--- config.mk ---
export PLATFORM = sky130hd
export DESIGN_NAME = qbus_dma_arb
export DESIGN_NICKNAME = d
export VERILOG_FILES = /design/src/rtl/qbus_pkg.sv /design/src/rtl/qbus_arb_pick.sv /design/src/rtl/qbus_dma_arb.sv
export SDC_FILE = /design/constraint.sdc
export NUM_CORES = 1
export LEC_CHECK = 0
export ABC_AREA = 0
export CORE_MARGIN = 8
export CORE_UTILIZATION = 55
export CTS_CLUSTER_DIAMETER = 60
export DETAILED_ROUTE_END_ITERATION = 8
export GPL_ROUTABILITY_DRIVEN = 0
export PLACE_DENSITY = 0.81
export SLEW_MARGIN = 25
export SYNTH_ARGS = -nofsm -noshare
export SYNTH_HDL_FRONTEND = slang
export SYNTH_SLANG_ARGS = --single-unit
--- constraint.sdc ---
create_clock -name clk -period 5.9 [get_ports clk]
set_clock_uncertainty 0.15 [all_clocks]
set_input_delay 0.59 -clock clk [delete_from_list [all_inputs] [get_ports clk]]
set_output_delay 0.59 -clock clk [all_outputs]
set_load 0.01 [all_outputs]
--- src/rtl/qbus_pkg.sv ---
// rtl/qbus_pkg.sv - shared types and constants for the QBUS DMA bus-master arbiter
//
// Purpose: state encoding, default DMGO timeout and requester-count limits
//          shared by qbus_dma_arb and qbus_arb_pick.
// Ports:   none (package).
package qbus_pkg;

  // Largest supported requester count; index fields are sized for it.
  localparam int NREQ_MAX    = 8;
  localparam int IDX_W       = $clog2(NREQ_MAX);

  // Cycles spent waiting for DMGO before a request is abandoned.
  localparam int TMO_DEFAULT = 255;

  typedef enum logic [2:0] {
    IDLE = 3'd0,
    REQ  = 3'd1,
    ACK  = 3'd2,
    OWN  = 3'd3,
    REL  = 3'd4
  } qbus_state_t;

endpackage

--- src/rtl/qbus_arb_pick.sv ---
// rtl/qbus_arb_pick.sv - combinational rotating priority picker
//
// Purpose: returns a one-hot winner from req, searching upward from index
//          'start' and wrapping NREQ-1 to 0. start = 0 gives fixed priority
//          with index 0 highest.
// Ports:
//   req   in  NREQ   request vector
//   start in  IDX_W  index searched first (must be < NREQ)
//   win   out NREQ   one-hot winner, zero when req is zero
module qbus_arb_pick import qbus_pkg::*; #(
  parameter int NREQ = 4
) (
  input  logic [NREQ-1:0]  req,
  input  logic [IDX_W-1:0] start,
  output logic [NREQ-1:0]  win
);

  localparam logic [IDX_W:0]  NREQ_W = (IDX_W+1)'(NREQ);
  localparam logic [NREQ-1:0] ONE    = NREQ'(1);

  logic [IDX_W:0]  back_sh;
  logic [NREQ-1:0] rot;
  logic [NREQ-1:0] low;

  // Rotate so 'start' lands on bit 0, isolate the lowest set bit, rotate back.
  // With start = 0 the shift by NREQ yields zero, so no special case is needed.
  assign back_sh = NREQ_W - {1'b0, start};
  assign rot     = (req >> start) | (req << back_sh);
  assign low     = rot & (~rot + ONE);
  assign win     = (low << start) | (low >> back_sh);

endmodule

--- src/rtl/qbus_dma_arb.sv ---
// rtl/qbus_dma_arb.sv - QBUS DMR/DMGO/SACK bus-master arbiter for on-board DMA masters
//
// Purpose: requests the bus from the CPU on behalf of NREQ masters, acknowledges
//          the grant, waits for the previous bus cycle to end and hands a
//          one-hot grant to one winner. Every ownership change goes through a
//          full DMR/DMGO handshake.
// Build option: define ARB_RR_EN for round-robin arbitration; otherwise fixed
//          priority with index 0 highest and no pointer register.
// Ports:
//   clk     in  1     system clock, posedge
//   dclo_n  in  1     asynchronous active-low reset
//   req     in  NREQ  per-master request level, held for the whole ownership
//   gnt     out NREQ  one-hot grant
//   dmgo_n  in  1     bus grant from CPU, asynchronous, synchronized here
//   sync_n  in  1     bus SYNC, idle detection
//   rply_n  in  1     bus RPLY, idle detection
//   dmr_n   out 1     bus request to CPU
//   sack_n  out 1     grant acknowledge to CPU
//   tmo     out 1     one-cycle pulse when a request is abandoned
module qbus_dma_arb import qbus_pkg::*; #(
  parameter int NREQ = 4,
  parameter int TMO  = TMO_DEFAULT
) (
  input  logic            clk,
  input  logic            dclo_n,
  input  logic [NREQ-1:0] req,
  output logic [NREQ-1:0] gnt,
  input  logic            dmgo_n,
  input  logic            sync_n,
  input  logic            rply_n,
  output logic            dmr_n,
  output logic            sack_n,
  output logic            tmo
);

  localparam logic [7:0] TMO_C = 8'(TMO);

  qbus_state_t      state, state_nx;
  logic [7:0]       cnt, cnt_nx;
  logic [NREQ-1:0]  win_q, win_nx, pick, gnt_nx;
  logic             dmr_n_nx, sack_n_nx, tmo_nx;
  logic             dmgo_s1, dmgo_s2;
  logic [IDX_W-1:0] start;
  logic             any_req, dmgo, bus_idle;

  assign any_req  = |req;
  assign dmgo     = ~dmgo_s2;
  // SYNC and RPLY are only used as a level check, so a single sample suffices.
  assign bus_idle = sync_n & rply_n;

  always_ff @(posedge clk or negedge dclo_n) begin
    if (!dclo_n) begin
      dmgo_s1 <= 1'b1;
      dmgo_s2 <= 1'b1;
    end else begin
      dmgo_s1 <= dmgo_n;
      dmgo_s2 <= dmgo_s1;
    end
  end

`ifdef ARB_RR_EN
  logic [IDX_W-1:0] ptr, win_idx;

  always_comb begin
    win_idx = '0;
    for (int i = 0; i < NREQ; i++) begin
      if (win_q[i]) win_idx = IDX_W'(i);
    end
  end

  // ptr holds the first index searched next time: one past the last owner.
  always_ff @(posedge clk or negedge dclo_n) begin
    if (!dclo_n) begin
      ptr <= '0;
    end else if (state == ACK && state_nx == OWN) begin
      ptr <= (win_idx == IDX_W'(NREQ-1)) ? '0 : win_idx + IDX_W'(1);
    end
  end

  assign start = ptr;
`else
  assign start = '0;
`endif

  qbus_arb_pick #(.NREQ(NREQ)) u_pick (
    .req   (req),
    .start (start),
    .win   (pick)
  );

  // Outputs are registered from their next-state values so reset forces them
  // immediately and they never glitch on the CPU pins.
  always_comb begin
    state_nx  = state;
    cnt_nx    = '0;
    win_nx    = win_q;
    gnt_nx    = '0;
    dmr_n_nx  = 1'b1;
    sack_n_nx = 1'b1;
    tmo_nx    = 1'b0;
    case (state)
      IDLE: begin
        if (any_req) begin
          state_nx = REQ;
          dmr_n_nx = 1'b0;
        end
      end
      REQ: begin
        // Timeout is checked first so a DMGO landing on the same edge loses.
        if (cnt == TMO_C) begin
          state_nx = IDLE;
          tmo_nx   = 1'b1;
        end else if (dmgo && any_req) begin
          state_nx  = ACK;
          sack_n_nx = 1'b0;
          win_nx    = pick;
        end else if (dmgo) begin
          // Requester vanished: the CPU still needs an acknowledge pulse.
          state_nx  = REL;
          sack_n_nx = 1'b0;
        end else begin
          cnt_nx   = cnt + 8'd1;
          dmr_n_nx = 1'b0;
        end
      end
      ACK: begin
        sack_n_nx = 1'b0;
        if (bus_idle) begin
          state_nx = OWN;
          gnt_nx   = win_q;
        end
      end
      OWN: begin
        sack_n_nx = 1'b0;
        if ((req & win_q) != '0) begin
          gnt_nx = win_q;
        end else begin
          // Grant drops first; SACK is released one cycle later in REL.
          state_nx = REL;
        end
      end
      REL: begin
        if (any_req) begin
          state_nx = REQ;
          dmr_n_nx = 1'b0;
        end else begin
          state_nx = IDLE;
        end
      end
      default: state_nx = IDLE;
    endcase
  end

  always_ff @(posedge clk or negedge dclo_n) begin
    if (!dclo_n) begin
      state  <= IDLE;
      cnt    <= '0;
      win_q  <= '0;
      gnt    <= '0;
      dmr_n  <= 1'b1;
      sack_n <= 1'b1;
      tmo    <= 1'b0;
    end else begin
      state  <= state_nx;
      cnt    <= cnt_nx;
      win_q  <= win_nx;
      gnt    <= gnt_nx;
      dmr_n  <= dmr_n_nx;
      sack_n <= sack_n_nx;
      tmo    <= tmo_nx;
    end
  end

endmodule

==> flow_metrics.tcl, run 1 <==
set metrics [dict create \
    cap_viol_max_count 0 \
    io_pins 16 \
    drtPass1Iterations 4 \
    setup_viol 0 \
    async_reset_ff_share_pct 100.0 \
    arrival_ns 2.34 \
    route.detailed.drc 0 \
    track_usage_pct 11.60 \
    ctsLongestPathBuffers 2 \
    timing.final.crit_share_pct 38.95 \
    netlist_top_cells_count "dfrtp_1, nor2_1, nand2_1" \
    timing.rr.start "cnt[0]" \
    fin_nets 116 \
    crit_required_ns 5.94 \
    leakage_nw 0.5587 \
    multi_input_area_sq_um 435.4 \
    min_path_type "in -> async" \
    rows 16 \
    crit_path_top_delay_cell "or4b_1" \
    critPathMostFrequentCell "and3_4" \
    fmax_mhz 435.1 \
    clkLatencyLatePin_ns 0.30 \
    fp.coreArea_sq_um 1902 \
    reg2reg_setup_slack_ns 3.60 \
    fp.dieW_um 60 \
    final_layout_size_suffix_gt1_share_pct 16.19 \
    htree_levels 1 \
    vias_per_cell 5.379 \
    synth-edff-count 0 \
    cp-end-kind "register" \
    synthCells 89 \
    rr_endpoint "win_q[3]" \
    routed_wl_um 1914 \
    numCtsBuffers 3 \
    hpwl_um 1514 \
    tightest_slew_ns 0.5552 \
    cts.sinks 24 \
    initial_utilization_pct 55.99 \
    ys_warn_count 0 \
    synth_area_sq_um 1065 \
    antenna-diode-count 0 \
    grt_max_degree 25 \
    drtIter0Drc 8 \
    clkTransAtPathRegs_ns 0.12 \
    vias 710 \
    synthTopCellsByArea "dfrtp_1, dfstp_2, mux2_4" \
    utilization_pct 65.72 \
    cts_resized 0 \
    status "finished clean" \
    synth_nets 99 \
    fp.dieH_um 60 \
    yosysTopAreaCellShare_pct 47.00 \
    yosysSeqAreaShare_pct 56.87 \
    routedWlPerCell_um 14.50 \
    syn_to_final_growth_pct 17.39 \
    hold_violations 0 \
    max_stage_delay_ns 0.65 \
    grt_overflow 0 \
    grt_pass1_wl_um 3105 \
    crit_family "simple AND/OR/NAND/NOR gates" \
    setup_tns_ns 0 \
    grt_pass1_vias 747 \
    synth_flop_cell "dfrtp_1" \
    power.total_w 0.0004466 \
    yosysMostFrequentCell "dfrtp_1" \
    fill_cells 156 \
    peakVddDrop_uv 254.1 \
    ys_ff_latch 24 \
    avgSynthCellArea_sq_um 11.96 \
    yosysUniqueCellTypes 34 \
    ant_nets 0 \
    power.density_nw_per_um2 357.3 \
    path_buf_inv 0 \
    relSlewSlack_pct 62.64 \
    ctsHoldBuffers 0 \
    seq_area_sq_um 605.6 \
    yosys.area.top_type "dfrtp_1" \
    port_buffers 15 \
    post-cts-setup-buffer-count 0 \
    crit_chain "ha_1 > and3_4 > and3_4 > or4b_1 > mux2_4" \
    die_area_sq_um 3600 \
    cts_tree "built" \
    final.min_clock_period_ns 2.298 \
    cts.root.buffer_cell "clkbuf_4" \
    reg2reg_depth 5 \
    cp_max_fo 5 \
    rsz0062_at_grt "false" \
    criticalPathCategory "reg -> reg" \
    slew_viol_final 0 \
    antenna_found_initial 0 \
    cp-start-kind "register" \
]
[cells in the final DEF (no fill, tap or decap), drive strengths merged, types with 2 or more instances in the layout]
| cell | synthesis | final |
|---|---|---|
| mux2 | 4 | 4 |
| dfstp | 4 | 4 |
| nand2b | 2 | 2 |
| xnor2 | 4 | 4 |
| nor3b | 4 | 4 |
| nor2 | 10 | 10 |
| clkdlybuf4s50 | 0 | 14 |
| nor2b | 2 | 2 |
| nand3 | 3 | 3 |
| nand2 | 7 | 7 |
| dfrtp | 20 | 20 |
| clkbuf | 2 | 4 |
| xor2 | 2 | 2 |
| and3 | 7 | 7 |
[routing by layer]
metal | up-vias | global-route usage [%] | wire (um)
met4 | 0 | 5.782 | 30
met2 | 20 | 20.62 | 1007
met3 | 7 | 2.796 | 51
met5 | - | 0 | 0
li1 | 342 | - | -
met1 | 341 | 12.37 | 823
[logic make-up (layout without fill, tap and decap cells)]
| logic type | Yosys count | after routing | share of synthesized area, % |
|---|---|---|---|
| AND/OR/NAND/NOR | 41 | 41 | 22.21 |
| flip-flops | 24 | 24 | 56.87 |
| AO/OA/AOI/OAI | 8 | 8 | 5.995 |
| XOR/XNOR | 6 | 6 | 4.935 |
| multiplexers | 5 | 5 | 6.581 |
| buffers and inverters | 4 | 20 | 2.231 |
| adder cells (fa/ha/maj) | 1 | 1 | 1.175 |
[sequential cells by signal, indices dropped and copies added, names as in the netlist]
name and cells:
dmgo_s1 1, gnt 4, sack_n 1, win_q 4, dmr_n 1, dmgo_s2 1, tmo 1, cnt 8
state 3
[power breakdown]
| part | switching [W] | total, W | internal, W | leakage, nW |
|---|---|---|---|---|
| clock | 0.0000431 | 0.0000695 | 0.0000264 | 0.0150 |
| combinational | 0.0000611 | 0.000140 | 0.0000790 | 0.231 |
| sequential | 0.0000332 | 0.000237 | 0.000204 | 0.313 |
| total | 0.000137 | 0.000447 | 0.000309 | 0.559 |
[per-stage QoR]
| stage | instances | cell area [sq um] | hold WS, ns | setup slack [ns] |
|---|---|---|---|---|
| floorplan | 89 | 1065 | 0.1444 | 3.727 |
| global placement | 128 | 1229 | 0.1988 | 3.380 |
| detailed placement | 128 | 1229 | 0.2002 | 3.296 |
| CTS | 132 | 1255 | 0.2204 | 3.592 |
| global route | 132 | 1250 | 0.1139 | 3.518 |
| finish | 132 | 1250 | 0.08024 | 3.602 |
[layout make-up]
type	instances	share of cell area, %
clock buffers	4	2.102
inverters	1	0.3003
multi-input cells	61	34.83
flip-flops and latches	24	48.45
well taps	27	2.703
repair buffers	15	11.61
[how the worst max path moves through the flow]
stage,cells past startpoint,end,start
2_1_floorplan,6,win_q[0],cnt[0]
3_3_place_gp,4,win_q[0],req[0]
3_5_place_dp,4,win_q[3],req[0]
4_1_cts,5,win_q[3],cnt[0]
5_1_grt,4,win_q[3],req[0]
6_report,5,win_q[3],cnt[0]
[worst reg2reg max path, delay by kind of cell (launching register included)]
family,cells,cell delay (ns)
adder cells (fa/ha/maj),1,0.24
multiplexers,1,0.35
flip-flops,1,0.42
AND/OR/NAND/NOR,3,1.03
(Power assumes the default switching activity.)
==> inputs of run 2 (changes only) <==
--- a/config.mk
+++ b/config.mk
@@ -7,11 +7,11 @@
 export LEC_CHECK = 0
 export ABC_AREA = 0
 export CORE_MARGIN = 8
-export CORE_UTILIZATION = 55
+export CORE_UTILIZATION = 51
 export CTS_CLUSTER_DIAMETER = 60
 export DETAILED_ROUTE_END_ITERATION = 8
 export GPL_ROUTABILITY_DRIVEN = 0
-export PLACE_DENSITY = 0.81
+export PLACE_DENSITY = 0.76
 export SLEW_MARGIN = 25
 export SYNTH_ARGS = -nofsm -noshare
 export SYNTH_HDL_FRONTEND = slang
==> constraint.sdc (replaced) <==
create_clock -name clk -period 2.3 [get_ports clk]
set_clock_uncertainty 0.15 [all_clocks]
set_input_delay 0.23 -clock clk [delete_from_list [all_inputs] [get_ports clk]]
set_output_delay 0.23 -clock clk [all_outputs]
set_load 0.01 [all_outputs]
==> run 2 against run 1 <==
Fmax increased by 2.1%. Global-route usage rose by 0.27 points. Final cell count up 4.5%. Final area is 4.0% higher. First-iteration DRC count rose by 13%. Highest routed layer unchanged.
==> flow_metrics.tcl, run 2 (synthesis gave the netlist of run 1 again) <==
set metrics [dict create \
    hold_violations 0 \
    track_usage_pct 11.87 \
    cts_tree "built" \
    grt_pass1_vias 757 \
    arrival_ns 2.30 \
    vias_per_cell 5.181 \
    clkLatencyLatePin_ns 0.30 \
    largest_reg_flops 8 \
    slew_viol_final 0 \
    routedWlPerCell_um 13.70 \
    relSlewSlack_pct 73.51 \
    rsz0062_at_grt "false" \
    setup_tns_ns 0 \
    final_layout_size_suffix_gt1_share_pct 19.82 \
    grt_pass1_wl_um 3332 \
    ctsHoldBuffers 0 \
    min_path_type "in -> async" \
    syn_to_final_growth_pct 22.09 \
    final.min_clock_period_ns 2.251 \
    fp.dieH_um 61.69 \
    criticalPathCategory "reg -> reg" \
    peakVddDrop_uv 566.8 \
    power.total_w 0.001168 \
    fp.coreArea_sq_um 1962 \
    initial_utilization_pct 54.27 \
    cp_max_fo 5 \
    route.detailed.drc 0 \
    fp.dieW_um 61.69 \
    reg_top3 "cnt: 8 flops, gnt: 4 flops, win_q: 4 flops" \
    tightest_slew_ns 0.3937 \
    mostFrequentLayoutCells "dfrtp_1, clkdlybuf4s50_1, nor2_1" \
    utilization_pct 66.26 \
    timing.final.crit_share_pct 97.85 \
    numCtsBuffers 3 \
    crit_chain "ha_1 > and3_4 > and3_4 > or4b_1 > mux2_4" \
    cts.root.buffer_cell "clkbuf_4" \
    dp_cells 134 \
    critPathMostFrequentCell "and3_4" \
    grt_max_degree 25 \
    clkTransAtPathRegs_ns 0.12 \
    cap_viol_max_count 0 \
    fin_nets 122 \
    ctsLongestPathBuffers 2 \
    ant_nets 0 \
    crit_required_ns 2.35 \
    largest_register "cnt" \
    vias 715 \
    fmax_mhz 444.3 \
    cts.sinks 24 \
    grt_overflow 0 \
    status "finished clean" \
    power.density_nw_per_um2 898.7 \
    hpwl_um 1508 \
    crit_path_top_delay_cell "or4b_1" \
    mostFrequentLayoutCell "dfrtp_1" \
    io_pins 16 \
    antenna_found_initial 0 \
    cp-start-kind "register" \
    antenna-diode-count 0 \
    cp-end-kind "register" \
    crit_family "simple AND/OR/NAND/NOR gates" \
    setup_viol 0 \
    drtPass1Iterations 3 \
    drtIter0Drc 9 \
    cts_resized 0 \
    path_buf_inv 0 \
    port_buffers 15 \
    die_area_sq_um 3806 \
    max_stage_delay_ns 0.66 \
    rows 16 \
    final_cells 138 \
    htree_levels 1 \
    routed_wl_um 1890 \
    leakage_nw 0.5890 \
    post-cts-setup-buffer-count 0 \
]
run 2: cell types whose count changed in the layout (fill, tap and decap cells not counted), sizes merged:
cell,delta
buf,+5
clkdlybuf4s50,+1
run 2: per-stage QoR:
stage                     area (sq um)  setup WS, ns  hold WS, ns
after floorplan                   1065        0.1274      -0.2156
after global placement            1274       0.09711       0.1980
after detailed placement          1274       0.05732       0.2122
after CTS                         1300       0.03969       0.1180
after global routing              1300      0.001380       0.1527
final                             1300       0.04939       0.1176
run 2: worst paths after layout:
check                         from  endpoint  slack (ns)  cells past startpoint
max                         cnt[1]  win_q[1]        0.05                      5
min                         dclo_n  win_q[0]        0.12                      2
max reg2reg                 cnt[1]  win_q[1]        0.05                      5
min reg2reg                dmgo_s1   dmgo_s2        0.24                      0
max in group asynchronous   dclo_n     dmr_n        1.60                      2
min in group clk            dmgo_n   dmgo_s1        0.20                      1
run 2: routing by layer:
metal  vias to the layer above  track usage, %  share of wire (%)
met2                         8           19.94                 53
met1                       352           14.75                 45
met4                         0           3.896               0.79
met5                         -               0                  0
met3                         2           2.469                1.6
li1                        353               -                  -
run 2: layout make-up:
cell class / count / area (sq um)
sequential: 24 / 605.6
multi-input combinational: 61 / 435.4
fill: 170 / 661.9
inverter: 1 / 3.754
tap: 27 / 33.78
timing repair buffer: 21 / 195.2
clock buffer: 4 / 26.28
run 2: power by group:
group | total [W] | internal [W] | leakage, nW | switching (W)
Sequential | 0.000601 | 0.000522 | 0.313 | 0.0000783
Combinational | 0.000390 | 0.000225 | 0.261 | 0.000164
Clock | 0.000178 | 0.0000674 | 0.0150 | 0.000110
